<file path="src/rtl/mem_arb_pkg.sv">
// Shared encodings for the two-port RAM arbiter: FSM/owner states and port indices.
package mem_arb_pkg;

    // State encoding doubles as the debug owner output.
    typedef enum logic [1:0] {
        ST_IDLE = 2'b00,
        ST_OWN0 = 2'b01,
        ST_OWN1 = 2'b10
    } arb_state_e;

    localparam logic PORT0 = 1'b0;
    localparam logic PORT1 = 1'b1;

    function automatic arb_state_e own_state(input logic idx);
        return (idx == PORT1) ? ST_OWN1 : ST_OWN0;
    endfunction

endpackage

</file>
<file path="src/rtl/rr_lock_sel.sv">
// Combinational winner pick: round-robin between requesters, honouring a bounded lock.
module rr_lock_sel
    import mem_arb_pkg::*;
#(
    parameter int LOCK_MAX = 8,
    parameter int CNT_W    = 4
) (
    input  arb_state_e       i_state,
    input  logic [CNT_W-1:0] i_lock_cnt,
    input  logic             i_rr_last,
    input  logic [1:0]       i_req,
    output logic             o_gnt_vld,
    output logic             o_gnt_idx
);

    logic w_own_vld;
    logic w_own_idx;

    always_comb begin
        w_own_vld = 1'b0;
        w_own_idx = PORT0;
        case (i_state)
            ST_OWN0: begin w_own_vld = 1'b1; w_own_idx = PORT0; end
            ST_OWN1: begin w_own_vld = 1'b1; w_own_idx = PORT1; end
            default: ;
        endcase
    end

    always_comb begin
        o_gnt_vld = |i_req;
        o_gnt_idx = (&i_req) ? ~i_rr_last : i_req[1];
        // An owner that dropped its request falls through to the plain round-robin pick.
        if (w_own_vld && i_req[w_own_idx]) begin
            if (i_req[~w_own_idx] && (i_lock_cnt == CNT_W'(LOCK_MAX)))
                o_gnt_idx = ~w_own_idx;
            else
                o_gnt_idx = w_own_idx;
        end
    end

endmodule

</file>
<file path="src/rtl/mem_port_arbiter.sv">
// Shares one RAM between the CPU (port 0) and a DMA/loader (port 1), one access per cycle.
module mem_port_arbiter
    import mem_arb_pkg::*;
#(
    parameter int DATA_WIDTH = 16,
    parameter int ADDR_WIDTH = 16,
    parameter int LOCK_MAX   = 8
) (
    input  logic                  clk,
    input  logic                  rst,
    input  logic                  m0_req,
    input  logic                  m0_we,
    input  logic                  m0_lock,
    input  logic [ADDR_WIDTH-1:0] m0_addr,
    input  logic [DATA_WIDTH-1:0] m0_wdata,
    output logic                  m0_ack,
    output logic                  m0_rvalid,
    output logic [DATA_WIDTH-1:0] m0_rdata,
    input  logic                  m1_req,
    input  logic                  m1_we,
    input  logic                  m1_lock,
    input  logic [ADDR_WIDTH-1:0] m1_addr,
    input  logic [DATA_WIDTH-1:0] m1_wdata,
    output logic                  m1_ack,
    output logic                  m1_rvalid,
    output logic [DATA_WIDTH-1:0] m1_rdata,
    output logic                  ram_re,
    output logic                  ram_we,
    output logic [ADDR_WIDTH-1:0] ram_addr,
    output logic [DATA_WIDTH-1:0] ram_wdata,
    input  logic [DATA_WIDTH-1:0] ram_rdata,
    output logic [1:0]            owner
);

    localparam int CNT_W = $clog2(LOCK_MAX + 1);

    arb_state_e       r_state;
    logic [CNT_W-1:0] r_lock_cnt;
    logic             r_rr_last;
    logic [1:0]       r_rvalid;

    logic                  w_gnt_vld;
    logic                  w_gnt_idx;
    logic                  w_ack;
    logic                  w_we;
    logic                  w_lock;
    logic [ADDR_WIDTH-1:0] w_addr;
    logic [DATA_WIDTH-1:0] w_wdata;

    rr_lock_sel #(
        .LOCK_MAX (LOCK_MAX),
        .CNT_W    (CNT_W)
    ) u_sel (
        .i_state    (r_state),
        .i_lock_cnt (r_lock_cnt),
        .i_rr_last  (r_rr_last),
        .i_req      ({m1_req, m0_req}),
        .o_gnt_vld  (w_gnt_vld),
        .o_gnt_idx  (w_gnt_idx)
    );

    assign w_ack   = w_gnt_vld & ~rst;
    assign w_we    = (w_gnt_idx == PORT1) ? m1_we    : m0_we;
    assign w_lock  = (w_gnt_idx == PORT1) ? m1_lock  : m0_lock;
    assign w_addr  = (w_gnt_idx == PORT1) ? m1_addr  : m0_addr;
    assign w_wdata = (w_gnt_idx == PORT1) ? m1_wdata : m0_wdata;

    assign m0_ack    = w_ack & (w_gnt_idx == PORT0);
    assign m1_ack    = w_ack & (w_gnt_idx == PORT1);
    assign ram_re    = w_ack & ~w_we;
    assign ram_we    = w_ack & w_we;
    assign ram_addr  = w_ack ? w_addr  : '0;
    assign ram_wdata = w_ack ? w_wdata : '0;

    assign m0_rvalid = r_rvalid[0];
    assign m1_rvalid = r_rvalid[1];
    assign m0_rdata  = r_rvalid[0] ? ram_rdata : '0;
    assign m1_rdata  = r_rvalid[1] ? ram_rdata : '0;
    assign owner     = r_state;

    always_ff @(posedge clk or posedge rst) begin
        if (rst) begin
            r_state    <= ST_IDLE;
            r_lock_cnt <= '0;
            r_rr_last  <= PORT1;
            r_rvalid   <= '0;
        end else begin
            r_rvalid <= {m1_ack & ~m1_we, m0_ack & ~m0_we};
            if (w_ack && w_lock) begin
                r_rr_last <= w_gnt_idx;
                r_state   <= own_state(w_gnt_idx);
                // Saturate so an uncontended owner is released as soon as a contender shows up.
                if (r_state == own_state(w_gnt_idx))
                    r_lock_cnt <= (r_lock_cnt == CNT_W'(LOCK_MAX)) ? r_lock_cnt
                                                                  : r_lock_cnt + CNT_W'(1);
                else
                    r_lock_cnt <= CNT_W'(1);
            end else begin
                if (w_ack)
                    r_rr_last <= w_gnt_idx;
                r_state    <= ST_IDLE;
                r_lock_cnt <= '0;
            end
        end
    end

endmodule

</file>
<file path="config.mk">
export PLATFORM = sky130hd
export DESIGN_NAME = mem_port_arbiter
export DESIGN_NICKNAME = d
export VERILOG_FILES = /design/src/rtl/mem_arb_pkg.sv /design/src/rtl/rr_lock_sel.sv /design/src/rtl/mem_port_arbiter.sv
export SDC_FILE = /design/constraint.sdc
export NUM_CORES = 1
export LEC_CHECK = 0
export CORE_MARGIN = 4
export CORE_UTILIZATION = 26
export CTS_CLUSTER_DIAMETER = 30
export DETAILED_ROUTE_END_ITERATION = 8
export PLACE_DENSITY = 0.88
export SLEW_MARGIN = 10
export SYNTH_ARGS = -nofsm -noshare
export SYNTH_HDL_FRONTEND = slang
export SYNTH_SLANG_ARGS = --single-unit
</file>
<file path="constraint.sdc">
create_clock -name clk -period 4.5 [get_ports clk]
set_input_delay 0.45 -clock clk [delete_from_list [all_inputs] [get_ports clk]]
set_output_delay 0.45 -clock clk [all_outputs]
set_load 0.005 [all_outputs]
</file>
==> results.toml <==
[place]
dp.cells = 329
io_buffers = 159
pre_cts_slack_ns = 1.19
gp_congestion = 0.783
hpwlAfterDp_mm = 4.43

[timing]
slew_viol_final = 0
finalClockSkew_ns = 0.00128
max_freq_mhz = 285
worstMarginPinSlew_ns = 0.699
setup_tns_ns = 0
hold_viol_final = 0
setup_viol = 0
post-route-min-period_ns = 3.51
maxSlewHeadroom = 0.532
rsz0062_at_grt = "no"
finalCritPeriodShare = 0.781
whs_ns = 0.527
worst_slack_ns = 0.986

[worst_setup_path]
crit_buf_inv = 3
cp.required_ns = 4.05
max_stage_delay_ns = 0.65
startpoint_type = "flip-flop"
crit_family = "buffers and inverters"
cp.arrival_ns = 3.06
critPathCaptureType = "output pin"
cpMaxStageDelayCell = "a211oi_4"
critical_path_class = "flip-flop to output pin"
crit_fanout = 19
crit_path_cell_trace = "inv_1, ha_1, and3b_1, xnor2_2, a211oi_4, buf_4, a22o_1, clkdlybuf4s50_1"

[finish]
fin_nets = 375
layout_commonest_cell = "clkdlybuf4s50_1"
synthToLayoutAreaGrowth_pct = 152
fillers = 321
drive_gt1_frac = 0.0459
fin_cells = 333
mostFrequentLayoutCells = "159 x clkdlybuf4s50_1, 34 x and2_1, 32 x a22o_1, 8 x dfrtp_1, 5 x inv_1"
antenna_cells = 0

[route]
drtAntennaViolNets = 0
route.detailed.drc = 0
dr.pass1.iters = 4
dr_wl_met3_um = 764
dr_wl_met2_mm = 2.51
num_vias = 1619
post_drt_wl_per_cell_um = 15.2
wl_mm = 5.06
vias_per_cell = 4.86
drtIter0Drc = 17
met1_length_mm = 1.72
routed.top_layer = "met4"

[synthesis]
syn-cell-area_sq_mm = 0.00110
synth_simple_gate_area_frac = 0.279
avgSynthCellArea_sq_um = 8.73
ys_seq_area_frac = 0.206
synth_warnings = 0
syn_nets = 217
synthAdderAreaFrac = 0.0341
synth_compound_area_frac = 0.348
ys_ff_latch = 9
synthMuxAreaShare = 0.0375
ys_types = 31
synth_top_family_by_area = "compound AO/OA/AOI/OAI gates"
synthCells = 126
synth-xor-area-share = 0.0307

[cts]
numCtsBuffers = 3
cts_tree = "done"
clockBufferDepth = 2
path_clk_slew_ns = 0.05
clock_latency_ns = 0.24
cts.sinks = 9
htree_levels = 1
cts_setup_buffers = 0
cts_resized = 0
cts_hold_buf = 0
clock_tree.root_cell = "clkbuf_8"

[floorplan]
die_w_um = 73.0
start_util = 0.271
coreArea_sq_mm = 0.00406
ios = 160
die_h_um = 73.0
dieArea_sq_mm = 0.00533
rows = 23

[power_and_ir_drop]
p_leak_nw = 1.09
total_power_mw = 0.434
peakVddDrop_v = 0.000114
power_density_mw_per_mm2 = 157

[global_routing]
antenna_found_initial = 0
grt_pass1_vias = 1637
grtUsageTotal = 0.179
overflow = 0
grt_max_degree = 21
grt_pass1_wl_mm = 7.57

[job]
max-cap-violations = 0

[outcome]
status = "complete, no violations"

[worst_hold_path]
hp-class = "flip-flop to flip-flop"
layout make-up:
class	instances	area (sq um)	area share
clock inverter	1	5.00	0.00181
inverter	5	18.8	0.00678
clock buffer	3	41.3	0.0149
multi-input combinational	103	802	0.290
sequential	9	226	0.0818
timing repair buffer	162	1610	0.583
tap	50	62.6	0.0226
where the power goes:
group	switching [mW]	internal [mW]
sequential	0.00699	0.0865
combinational	0.0755	0.169
clock	0.0354	0.0606
total	0.118	0.316
worst register-to-register path, cell delays in order, from the launching register on:
cell      delay, ns
dfrtp_1        0.41
inv_1          0.06
ha_1           0.21
and3b_1        0.28
xnor2_2        0.19
a211oi_4       0.65
buf_4          0.35
a21o_1         0.11
cell families after synthesis:
| family | after synthesis |
|---|---|
| buffers and inverters | 14 |
| multiplexers | 4 |
| adder cells (fa/ha/maj) | 3 |
| AND/OR/NAND/NOR | 51 |
| flip-flops | 9 |
| AO/OA/AOI/OAI | 42 |
| XOR/XNOR | 3 |
metal layers:
layer  track usage  vias to the layer above
met1         0.182                      717
met5             0                        -
met2         0.332                      121
met3        0.0758                        7
met4        0.0492                        0
li1              -                      774
stage by stage:
step	area, sq um	utilization
floorplan	1100	-
global placement	2720	0.671
detailed placement	2720	0.671
CTS	2770	0.683
global route	2770	0.683
finish	2770	0.683
synthesized netlist by cell type (all sizes together):
library cell | n | area, sq um
a21oi | 1 | 5.00
mux2i | 3 | 30.0
nand3 | 2 | 10.0
dfrtp | 8 | 200
o21bai | 1 | 7.51
a21o | 1 | 7.51
a211oi | 2 | 40.0
dfstp | 1 | 26.3
a22o | 32 | 280
o22a | 1 | 8.76
o21ai | 1 | 5.00
xnor2 | 2 | 25.0
ha | 3 | 37.5
and3b | 1 | 8.76
mux2 | 1 | 11.3
a31o | 1 | 8.76
nor3b | 1 | 7.51
nor2b | 2 | 12.5
and2 | 34 | 213
inv | 5 | 18.8
a22oi | 1 | 12.5
buf | 7 | 45.0
and4bb | 1 | 12.5
clkbuf | 2 | 7.51
nor3 | 4 | 20.0
o21a | 1 | 7.51
nor2 | 3 | 11.3
nand2 | 3 | 11.3
xor2 | 1 | 8.76
sequential cells by signal, indices dropped and copies added (netlist names):
name / count
owner: 2
r_lock_cnt: 4
r_rr_last: 1
r_rvalid: 2
final timing paths:
| path | to | slack, ns | cells past startpoint | start |
|---|---|---|---|---|
| min reg2reg | r_rr_last | 0.53 | 1 | r_rr_last |
| min in group asynchronous | r_rvalid[0] | 0.64 | 2 | rst |
| max | ram_wdata[2] | 0.99 | 8 | r_lock_cnt[0] |
| min | r_rr_last | 0.53 | 1 | r_rr_last |
| max reg2reg | r_rr_last | 2.18 | 7 | r_lock_cnt[0] |
| max in group asynchronous | r_rr_last | 3.56 | 2 | rst |
(Power assumes the default switching activity.)
